[src/rtl/vend_ctrl.sv]
// Vending transaction controller: coin credit, gated dispense strobe to the can counter, change return.
// Latency: accepted vend_req -> dispense 1 cycle (load low); dispense -> change_valid 2 cycles.
// Backpressure: change_ready stalls CHANGE with change_amount held; load stalls VEND. Optional VEND_TIMEOUT_EN adds an idle refund.
module vend_ctrl #(
   parameter int PRICE       = 75,
   parameter int TIMEOUT_CYC = 1000
) (
   input  logic       clk,
   input  logic       reset,
   input  logic       coin_valid,
   input  logic [1:0] coin_value,
   input  logic       vend_req,
   input  logic       cancel,
   input  logic       empty,
   input  logic       load,
   output logic       dispense,
   output logic       coin_reject,
   output logic       change_valid,
   output logic [7:0] change_amount,
   input  logic       change_ready,
   output logic [7:0] credit,
   output logic       sold_out
);

   typedef enum logic [2:0] {
      IDLE    = 3'd0,
      COLLECT = 3'd1,
      VEND    = 3'd2,
      SETTLE  = 3'd3,
      CHANGE  = 3'd4
   } state_t;

   localparam logic [7:0] PRICE_8 = 8'(PRICE);

   state_t     state_q, state_d;
   logic [7:0] credit_q, credit_d;
   logic       coin_reject_q, coin_reject_d;
   logic       change_valid_q, change_valid_d;
   logic [7:0] change_amount_q, change_amount_d;
   logic       sold_out_q, sold_out_d;

   logic [7:0] coin_cents;
   logic [8:0] coin_sum;
   logic [7:0] remainder;
   logic       vend_ok;
   logic       timeout_hit;

   // Coin code to cents; the 9-bit sum lets an overflowing coin be refused instead of wrapping.
   always_comb begin
      coin_cents = 8'd5;
      case (coin_value)
         2'b00: coin_cents = 8'd5;
         2'b01: coin_cents = 8'd10;
         2'b10: coin_cents = 8'd25;
         2'b11: coin_cents = 8'd100;
         default: coin_cents = 8'd5;
      endcase
      coin_sum  = {1'b0, credit_q} + {1'b0, coin_cents};
      remainder = credit_q - PRICE_8;
      // Evaluated on pre-coin credit and on the registered empty flag.
      vend_ok   = vend_req && (credit_q >= PRICE_8) && !sold_out_q && !load;
   end

`ifdef VEND_TIMEOUT_EN
   localparam int TW = $clog2(TIMEOUT_CYC + 1);

   logic [TW-1:0] idle_cnt_q, idle_cnt_d;

   // Inactivity counter: runs only in COLLECT, cleared by any coin or vend request.
   always_comb begin
      idle_cnt_d  = '0;
      timeout_hit = 1'b0;
      if (state_q == COLLECT && !coin_valid && !vend_req) begin
         if (idle_cnt_q == TW'(TIMEOUT_CYC - 1)) begin
            timeout_hit = 1'b1;
         end else begin
            idle_cnt_d = idle_cnt_q + TW'(1);
         end
      end
   end

   // Inactivity counter register.
   always_ff @(posedge clk) begin
      if (reset) begin
         idle_cnt_q <= '0;
      end else begin
         idle_cnt_q <= idle_cnt_d;
      end
   end
`else
   assign timeout_hit = 1'b0;
`endif

   // Next-state and next-output logic for the transaction FSM.
   always_comb begin
      state_d         = state_q;
      credit_d        = credit_q;
      coin_reject_d   = 1'b0;
      change_valid_d  = change_valid_q;
      change_amount_d = change_amount_q;
      sold_out_d      = empty;

      case (state_q)
         IDLE, COLLECT: begin
            if (coin_valid) begin
               if (!coin_sum[8]) begin
                  credit_d = coin_sum[7:0];
                  state_d  = COLLECT;
               end else begin
                  coin_reject_d = 1'b1;
               end
            end
            // With zero credit in IDLE a cancel or vend has nothing to act on.
            if (state_q == COLLECT) begin
               if (cancel || timeout_hit) begin
                  // Refund includes a coin accepted in this same cycle.
                  state_d         = CHANGE;
                  change_valid_d  = 1'b1;
                  change_amount_d = credit_d;
               end else if (vend_ok) begin
                  state_d = VEND;
               end
            end
         end
         VEND: begin
            coin_reject_d = coin_valid;
            // Hold off while the counter is being loaded so the strobe is never lost.
            if (!load) begin
               state_d = SETTLE;
            end
         end
         SETTLE: begin
            coin_reject_d = coin_valid;
            credit_d      = remainder;
            if (remainder != 8'd0) begin
               state_d         = CHANGE;
               change_valid_d  = 1'b1;
               change_amount_d = remainder;
            end else begin
               state_d = IDLE;
            end
         end
         CHANGE: begin
            coin_reject_d = coin_valid;
            if (change_valid_q && change_ready) begin
               credit_d       = 8'd0;
               change_valid_d = 1'b0;
               state_d        = IDLE;
            end
         end
         default: begin
            state_d = IDLE;
         end
      endcase
   end

   // State and output registers; reset discards credit and any pending change.
   always_ff @(posedge clk) begin
      if (reset) begin
         state_q         <= IDLE;
         credit_q        <= 8'd0;
         coin_reject_q   <= 1'b0;
         change_valid_q  <= 1'b0;
         change_amount_q <= 8'd0;
         sold_out_q      <= 1'b0;
      end else begin
         state_q         <= state_d;
         credit_q        <= credit_d;
         coin_reject_q   <= coin_reject_d;
         change_valid_q  <= change_valid_d;
         change_amount_q <= change_amount_d;
         sold_out_q      <= sold_out_d;
      end
   end

   // Dispense is combinational from state so it drops in the same cycle load rises.
   assign dispense      = (state_q == VEND) && !load;
   assign coin_reject   = coin_reject_q;
   assign change_valid  = change_valid_q;
   assign change_amount = change_amount_q;
   assign credit        = credit_q;
   assign sold_out      = sold_out_q;

endmodule

[config.mk]
export PLATFORM = sky130hd
export DESIGN_NAME = vend_ctrl
export DESIGN_NICKNAME = d
export VERILOG_FILES = /design/src/rtl/vend_ctrl.sv
export SDC_FILE = /design/constraint.sdc
export NUM_CORES = 1
export LEC_CHECK = 0
export ABC_AREA = 1
export CAP_MARGIN = 20
export CORE_MARGIN = 2
export CORE_UTILIZATION = 45
export CTS_CLUSTER_DIAMETER = 60
export DETAILED_ROUTE_END_ITERATION = 8
export DONT_BUFFER_PORTS = 1
export GPL_TIMING_DRIVEN = 1
export PLACE_DENSITY = 0.65
export SYNTH_ARGS = -nofsm -noshare
export SYNTH_HDL_FRONTEND = slang
export SYNTH_SLANG_ARGS = --single-unit
[constraint.sdc]
create_clock -name clk -period 4.2 [get_ports clk]
set_clock_uncertainty 0.05 [all_clocks]
set_input_delay 0.63 -clock clk [delete_from_list [all_inputs] [get_ports clk]]
set_output_delay 0.63 -clock clk [all_outputs]
set_load 0.05 [all_outputs]
==> impl_metrics.ini, run 1 <==
[outcome]
outcome = finished clean

[worst_hold_path]
min_path_type = input port to flop
worstHoldStart = reset
min_to = change_valid
holdPathStages = 1

[clocking]
cts-buffers-inserted = 3
clkLatencyLatePin_ns = 0.27
clock_tree.buffer_depth = 2
clk_pin_slew_worst_paths_ns = 0.08
cts_sinks = 22
post_cts_resized = 0
cts_tree = yes
post-cts-setup-buffers = 0
cts_root_buf = clkbuf_8
h-tree-depth = 1
hold_buffers = 0

[floorplan]
placementRows = 23
core_area_um2 = 3943
die_w_um = 67.58
die_h_um = 67.58
io_pins = 30
start_util_pct = 46.14
dieArea_um2 = 4567

[timing]
max_slew_margin_pct = 39.33
post-route-period-util_pct = 63.58
rsz0062_at_grt = false
tns_ns = 0
slew_viol_final = 0
hold_viol = 0
max_freq_ghz = 0.3745
setup_violations = 0
worstMarginPinSlew_ns = 0.9067
period_needed_ns = 2.670
worst_slack_ns = 1.530

[setup_path]
crit_type = flop to flop
crit_start = credit[0]
rr_startpoint = credit[0]
r2r-end = change_amount[7]
reg2reg_depth = 15
crit_fanout = 10
endpoint_kind = flop
cp.required_ns = 4.32
worstPathArrival_ns = 2.79
start_kind = flop
ff2ff_setup_slack_ns = 1.53

[final_layout]
layout-drive-gt1-share_pct = 12.24
final_cell_mix = nand2_1, nand3_1, nor2_1
nFillCells = 406
diodes = 0
postLayoutCoreUtil_pct = 49.00
final_common_cell = nand2_1
syn2layout_area_growth_pct = 6.190
nets = 310

[power_and_ir_drop]
cell_internal_pwr_uw = 456.8
p_clk_share_pct = 17.3
power_density_nw_per_um2 = 462.4
switching_share_pct = 48.86
ir_drop_mv = 0.1989
p_leak_nw = 0.9789
p_total_uw = 893.3
p_comb_share_pct = 42.5
p_seq_share_pct = 40.2
power.switching_uw = 436.5

[placed_design]
place_ws_ns = 1.558
gp_congestion = 0.9069
dp_hpwl_um = 3535
placement.io_buffers = 0

[logic_synthesis]
synth-seq-cells = 22
synthCells = 283
ys_seq_area_share_pct = 24.21
ys_types = 32
syn_area_per_cell_um2 = 6.428
syn_nets = 306
synth_warnings = 0
syn_area_um2 = 1819

[detailed_routing]
drtIter0Drc = 87
wirelength_um = 4466
viasPerCell = 5.321
wire_per_inst_um = 13.29
postRouteAntennaNets = 0
drc = 0
drt_pre_antenna_iters = 4
vias = 1788

[global_routing]
grt_pass1_wl_um = 7348
grt_overflow = 0
grt_start_max_net_pins = 20
grt_pass1_vias = 1672
grt.total_usage_pct = 21.17
antenna_found_initial = 0

[flow_run]
cap_viol_max_count = 0
[power by group through the flow]
stage	Sequential [mW]	Combinational (mW)	Clock, mW
after detailed placement	0.365	0.380	0
final	0.359	0.379	0.155
after CTS	0.360	0.382	0.160
after global placement	0.365	0.375	0
after global routing	0.365	0.429	0.165
after floorplan	0.386	0.277	0
[worst max-delay path by stage]
stage                       end  slack [ns]  depth (start not counted)
2_1_floorplan  change_amount[6]        1.78                         15
3_3_place_gp   change_amount[7]        1.61                         15
3_5_place_dp   change_amount[7]        1.56                         15
4_1_cts        change_amount[7]        1.54                         15
5_1_grt        change_amount[6]        1.33                         15
6_report       change_amount[7]        1.53                         15
[cell type report]
cell class | instances | area, µm² | area share (%)
inverters | 36 | 137.6 | 7.124
flip-flops and latches | 22 | 440.4 | 22.80
multi-input cells | 221 | 1214 | 62.82
clock buffers | 4 | 55.05 | 2.850
well taps | 50 | 62.56 | 3.238
repair buffers | 3 | 22.52 | 1.166
[cells in the mapped netlist]
master | count | share of area [%]
xnor2_1 | 2 | 0.96
nand3b_1 | 8 | 3.3
a31oi_1 | 9 | 3.1
inv_2 | 8 | 1.7
o21ai_0 | 9 | 2.5
nor2_1 | 29 | 6.0
nor2_2 | 2 | 0.69
nor2_4 | 2 | 1.2
o21a_1 | 1 | 0.41
buf_4 | 1 | 0.41
inv_4 | 1 | 0.34
nand2_2 | 6 | 2.1
buf_6 | 1 | 0.62
inv_1 | 26 | 5.4
nand2_1 | 79 | 16
buf_2 | 1 | 0.27
ha_1 | 12 | 8.3
o21ai_2 | 1 | 0.48
nand3_2 | 1 | 0.55
nand3_4 | 2 | 1.9
clkinv_1 | 1 | 0.21
a21oi_2 | 3 | 1.4
or2_1 | 1 | 0.34
dfxtp_1 | 22 | 24
a21oi_1 | 6 | 1.7
nand4_1 | 8 | 2.8
nor3_2 | 2 | 1.1
nand3_1 | 32 | 8.8
fa_1 | 1 | 1.1
xor2_1 | 2 | 0.96
clkbuf_1 | 1 | 0.21
o21ai_1 | 3 | 0.83
[per-stage QoR]
step / instance area, µm² / cells / hold slack, ns
3_5_place_dp: 1877 / 332 / 0.5692
3_3_place_gp: 1877 / 332 / 0.5813
2_1_floorplan: 1819 / 283 / 0.5255
4_1_cts: 1932 / 336 / 0.3572
6_report: 1932 / 336 / 0.3600
5_1_grt: 1932 / 336 / 0.3534
[per-layer routing]
layer / track usage (%) / share of wire [%] / routed length (µm) / vias to the layer above
li1: - / - / - / 939
met1: 25.48 / 44 / 1944 / 804
met2: 37.75 / 50 / 2222 / 38
met3: 4.000 / 5.2 / 231 / 7
met4: 6.378 / 1.5 / 68 / 0
met5: 0 / 0 / 0 / -
[logic make-up after synthesis]
logic type / synth area share (%)
compound gates: 10.39
xor+xnor: 1.926
fa+ha+maj: 9.353
buf+inv: 9.078
flops: 24.21
simple gates: 45.05
[flip-flops by register name, indices dropped and copies added (netlist names)]
name / count
change_amount: 8
credit: 8
state_q: 3
change_valid: 1
coin_reject: 1
sold_out: 1
[critical path: stages, from the launching register on]
cell     delay [ns]
dfxtp_1        0.79
ha_1           0.31
inv_1          0.07
fa_1           0.40
inv_1          0.09
nand3_1        0.08
nand3_2        0.09
nand2_2        0.08
nand3_4        0.15
inv_4          0.07
nand2_1        0.06
nand2_1        0.06
nand2_1        0.06
nor2_1         0.04
nor2_1         0.13
nor2_1         0.04
(Power assumes the default switching activity.)
==> inputs of run 2 (changes only) <==
==> constraint.sdc (replaced) <==
create_clock -name clk -period 2.6 [get_ports clk]
set_clock_uncertainty 0.05 [all_clocks]
set_input_delay 0.39 -clock clk [delete_from_list [all_inputs] [get_ports clk]]
set_output_delay 0.39 -clock clk [all_outputs]
set_load 0.05 [all_outputs]
==> run 2 against run 1 <==
  * Combinational power grew 88%
  * Core utilization grew 1.3 points
  * Setup slack lost 1.1 ns
  * Maximum frequency grew 25%
  * Sequential share of layout area shrank 0.60 points
  * First-iteration DRC count shrank 13%
  * Non-clock buffer count grew 7
  * Wire length shrank 3.1%
  * Global-route usage shrank 0.91 points
==> impl_metrics.ini, run 2 (synthesis results as in run 1) <==
[final_layout]
multi_input_area_um2 = 1214
nets = 317
final_cell_mix = nand2_1, nand3_1, nor2_1
layout-drive-gt1-share_pct = 14.33
diodes = 0
nFillCells = 415
syn2layout_area_growth_pct = 9.078
seq_area_um2 = 440.4
final_common_cell = nand2_1

[power_and_ir_drop]
p_clk_share_pct = 16.8
p_seq_share_pct = 34.5
switching_share_pct = 47.95
cell_internal_pwr_uw = 759.0
p_comb_share_pct = 48.7
ir_drop_mv = 0.4386
p_leak_nw = 1.016
power_density_nw_per_um2 = 734.9
power.switching_uw = 699.3

[clocking]
clk_pin_slew_worst_paths_ns = 0.08
post-cts-setup-buffers = 0
h-tree-depth = 1
hold_buffers = 0
cts_tree = yes
clkLatencyLatePin_ns = 0.26
clock_tree.buffer_depth = 2
cts_sinks = 22
cts-buffers-inserted = 3
cts_root_buf = clkbuf_8
post_cts_resized = 0

[setup_path]
cp_slowest_cell = fa_1
start_kind = flop
cp.required_ns = 2.71
rr_startpoint = credit[0]
ff2ff_setup_slack_ns = 0.47
endpoint_kind = flop
r2r-end = change_amount[7]
reg2reg_depth = 15
crit_fanout = 10
cp_cell_sequence = ha_1, inv_1, fa_1, inv_1, nand3_1, nand3_2, nand2_2, nand3_4, inv_4, nand2_1, nand2_1, nand2_1, nor2_1, nor2_1, nor2_1
cp_num_buf_inv = 3
path_delay_family = simple AND/OR/NAND/NOR gates
crit_type = flop to flop
worstPathArrival_ns = 2.23
max_stage_delay_ns = 0.40

[timing]
max_freq_ghz = 0.4698
period_needed_ns = 2.129
setup_violations = 0
rsz0062_at_grt = false
hold_viol = 0
worstMarginPinSlew_ns = 0.5621
post-route-period-util_pct = 81.87
slew_viol_final = 0
worst_slack_ns = 0.4715
max_slew_margin_pct = 62.39
tns_ns = 0

[floorplan]
die_h_um = 67.58
io_pins = 30
dieArea_um2 = 4567
start_util_pct = 46.14
die_w_um = 67.58
placementRows = 23
core_area_um2 = 3943

[detailed_routing]
vias = 1799
viasPerCell = 5.245
drt_pre_antenna_iters = 4
wire_per_inst_um = 12.61
postRouteAntennaNets = 0
drtIter0Drc = 76
wirelength_um = 4326
drc = 0

[outcome]
outcome = finished clean

[global_routing]
grt_overflow = 0
grt_pass1_vias = 1664
grt_pass1_wl_um = 7155
grt.total_usage_pct = 20.26
antenna_found_initial = 0
grt_start_max_net_pins = 20

[worst_hold_path]
min_to = change_valid
worstHoldStart = reset
min_path_type = input port to flop
holdPathStages = 1

[placed_design]
gp_congestion = 0.8559
dp_hpwl_um = 3470
place_ws_ns = 0.3093
placement.io_buffers = 0

[flow_run]
cap_viol_max_count = 0
==> run 2: cell types whose count changed in the layout (fill, tap and decap cells not counted), sizes merged <==
cell and delta:
buf +7
==> run 2: worst max path at each step <==
stage	from	end	slack, ns	depth (start not counted)
final	credit[0]	change_amount[7]	0.47	15
after global routing	credit[0]	change_amount[7]	0.29	15
after CTS	credit[0]	change_amount[7]	0.45	15
after detailed placement	coin_value[0]	change_amount[0]	0.31	12
after global placement	coin_value[0]	change_amount[0]	0.37	12
after floorplan	credit[0]	change_amount[6]	0.18	15
==> run 2: final cells by class <==
cell class | instances | area share [%]
multi-input combinational | 221 | 61.16
sequential | 22 | 22.19
inverter | 36 | 6.936
timing repair buffer | 10 | 3.783
tap | 50 | 3.153
clock buffer | 4 | 2.774
==> run 2: power by group through the flow <==
| stage | clock, mW | combinational [mW] | sequential (mW) |
|---|---|---|---|
| detailed placement | 0 | 0.708 | 0.513 |
| finish | 0.245 | 0.711 | 0.503 |
| global route | 0.270 | 0.795 | 0.511 |
| global placement | 0 | 0.710 | 0.512 |
| floorplan | 0 | 0.448 | 0.623 |
| CTS | 0.254 | 0.713 | 0.505 |
==> run 2: worst register-to-register path: stages, from the launching register on <==
cell and delay (ns):
dfxtp_1 0.35, ha_1 0.20, inv_1 0.06, fa_1 0.40, inv_1 0.09, nand3_1 0.08
nand3_2 0.09, nand2_2 0.08, nand3_4 0.16, inv_4 0.08, nand2_1 0.06, nand2_1 0.06
nand2_1 0.07, nor2_1 0.04, nor2_1 0.12, nor2_1 0.04
==> run 2: metrics by stage <==
step / cells / util (%) / cell area, µm² / hold WS (ns) / total power [mW]
final: 343 / 50.33 / 1984 / 0.1314 / 1.458
after detailed placement: 339 / 48.94 / 1929 / 0.4054 / 1.221
after CTS: 343 / 50.33 / 1984 / 0.1256 / 1.472
after global placement: 339 / 48.94 / 1929 / 0.4054 / 1.223
after global routing: 343 / 50.33 / 1984 / 0.1126 / 1.575
after floorplan: 283 / - / 1819 / 0.4024 / 1.071
==> run 2: layer usage <==
metal / GRT usage (%) / share of wire (%) / up-vias
met5: 0 / 0 / -
met4: 0.7653 / 0.18 / 0
met3: 4.833 / 5.2 / 2
met2: 38.48 / 50 / 42
met1: 23.96 / 45 / 806
li1: - / - / 949
==> inputs of run 3 (changes only) <==
--- a/config.mk
+++ b/config.mk
@@ -13,7 +13,7 @@
 export DETAILED_ROUTE_END_ITERATION = 8
 export DONT_BUFFER_PORTS = 1
 export GPL_TIMING_DRIVEN = 1
-export PLACE_DENSITY = 0.65
+export PLACE_DENSITY = 0.67
 export SYNTH_ARGS = -nofsm -noshare
 export SYNTH_HDL_FRONTEND = slang
 export SYNTH_SLANG_ARGS = --single-unit
==> constraint.sdc (replaced) <==
create_clock -name clk -period 1.85 [get_ports clk]
set_clock_uncertainty 0.05 [all_clocks]
set_input_delay 0.2775 -clock clk [delete_from_list [all_inputs] [get_ports clk]]
set_output_delay 0.2775 -clock clk [all_outputs]
set_load 0.05 [all_outputs]
==> run 3 against run 2 <==
  * The run now ends with negative setup slack left
  * Combinational power is 87% higher
  * Worst hold slack worse by 0.12 ns
  * Sequential power is 46% higher
  * Largest power group unchanged
==> impl_metrics.ini, run 3 (synthesis results as in run 1) <==
[outcome]
outcome = finished with violations
violations = negative setup slack

[clocking]
cts-buffers-inserted = 3
cts_sinks = 22
cts_tree = yes
h-tree-depth = 1
clk_pin_slew_worst_paths_ns = 0.09
clkLatencyLatePin_ns = 0.27
clock_tree.buffer_depth = 2
cts_root_buf = clkbuf_8

[timing]
period_needed_ns = 1.947
max_slew_margin_pct = 63.84
worst_slack_ns = -0.09655
max_freq_ghz = 0.5137
rsz0062_at_grt = true
slew_viol_final = 0
worstMarginPinSlew_ns = 0.5390
setup_violations = 13
post-route-period-util_pct = 105.2
hold_viol = 0

[power_and_ir_drop]
power_density_nw_per_um2 = 1004
ir_drop_mv = 0.4307
p_comb_share_pct = 53.8
power.switching_mw = 1.146
p_clk_share_pct = 16.7
p_leak_nw = 1.191
p_seq_share_pct = 29.6
switching_share_pct = 46.26
cell_internal_pwr_mw = 1.332

[floorplan]
die_h_um = 67.58
dieArea_um2 = 4567
placementRows = 23
core_area_um2 = 3943
start_util_pct = 46.14
io_pins = 30
die_w_um = 67.58

[flow_run]
cap_viol_max_count = 0

[final_layout]
seq_area_um2 = 461.7
postLayoutCoreUtil_pct = 62.61
final_cell_mix = nand2_1, buf_4, nand3_1
nFillCells = 361
nets = 348
final_common_cell = nand2_1
syn2layout_area_growth_pct = 35.69
multi_input_area_um2 = 1425
layout-drive-gt1-share_pct = 33.64
diodes = 0

[detailed_routing]
viasPerCell = 5.433
vias = 2032
drt_pre_antenna_iters = 4
drtIter0Drc = 99
drc = 0
wire_per_inst_um = 14.46
wirelength_um = 5409
postRouteAntennaNets = 0

[placed_design]
dp_hpwl_um = 3792
place_ws_ns = -0.1306
placement.io_buffers = 0
gp_congestion = 0.8703

[setup_path]
crit_fanout = 6
start_kind = flop
endpoint_kind = flop
crit_type = flop to flop
worstPathArrival_ns = 2.07
cp.required_ns = 1.98

[global_routing]
antenna_found_initial = 0
grt_start_max_net_pins = 20
grt_pass1_wl_um = 8418
grt_pass1_vias = 1948
grt.total_usage_pct = 24.34
grt_overflow = 0

[worst_hold_path]
min_path_type = input port to flop
[run 3: changes by cell type in the layout (fill, tap and decap cells not counted), sizes merged]
cell         previous run  this run
dlygate4sd3             0         1
nand2                  85        86
nand3                  35        36
buf                    10        37
inv                    35        36
[run 3: path summary, 6_finish.rpt]
kind | from | end | slack [ns] | cells after the start
min | reset | sold_out | 0.009 | 1
max | credit[0] | change_amount[7] | -0.1 | 15
min reg2reg | change_valid | state_q[0] | 0.57 | 3
max reg2reg | credit[0] | change_amount[7] | -0.1 | 15
[run 3: timing repair]
| action | CTS | global route |
|---|---|---|
| resized for setup | 7 | 25 |
| pin swaps | 9 | 18 |
| hold buffers | 1 | 0 |
| cloned | 2 | 1 |
| endpoints found under the hold margin | 1 | 0 |
| setup buffers | 1 | 4 |
| endpoints found under the setup margin | 11 | 20 |
[run 3: routing by layer]
metal	vias to the layer above	wire, µm	GRT usage [%]	part of all wire [%]
li1	1015	-	-	-
met1	954	2262	28.83	42
met2	50	2796	44.00	52
met3	13	220	3.000	4.1
met4	0	129	9.694	2.4
met5	-	0	0	0
[run 3: layout make-up]
| cell class | instances | area share [%] |
|---|---|---|
| Clock buffer | 4 | 2.686 |
| Inverter | 36 | 5.778 |
| Multi-Input combinational cell | 223 | 57.73 |
| Sequential cell | 22 | 18.70 |
| Tap cell | 50 | 2.534 |
| Timing Repair Buffer | 38 | 12.32 |
| Timing Repair inverter | 1 | 0.2534 |
[run 3: worst max-delay path, cell delays in order (launching register included)]
cell	delay [ns]
dfxtp_4	0.37
ha_4	0.13
inv_2	0.04
fa_2	0.36
inv_2	0.07
nand3_2	0.08
nand3_4	0.09
nand2_4	0.08
nand3_4	0.16
inv_6	0.06
nand2_1	0.07
nand2_2	0.06
nand2_1	0.07
nor2_1	0.04
nor2_1	0.08
nor2_1	0.04
[run 3: power groups by stage]
stage	Clock, mW	Sequential (mW)	Combinational, mW
after detailed placement	0	0.740	1.20
after CTS	0.421	0.730	1.24
after global placement	0	0.740	1.20
after global routing	0.439	0.741	1.46
after floorplan	0	0.900	0.678
final	0.413	0.733	1.33
[run 3: through the flow]
step	hold slack [ns]	TNS, ns	power [mW]	cells	cell area, µm²
after detailed placement	0.2924	-1.143	1.944	361	2203
final	0.009346	-0.6410	2.478	374	2469
after CTS	0.005733	-0.2601	2.388	369	2338
after floorplan	0.2899	-0.5008	1.579	283	1922
after global placement	0.2921	-0.5453	1.937	361	2203
after global routing	0.0008530	-2.803	2.641	374	2469
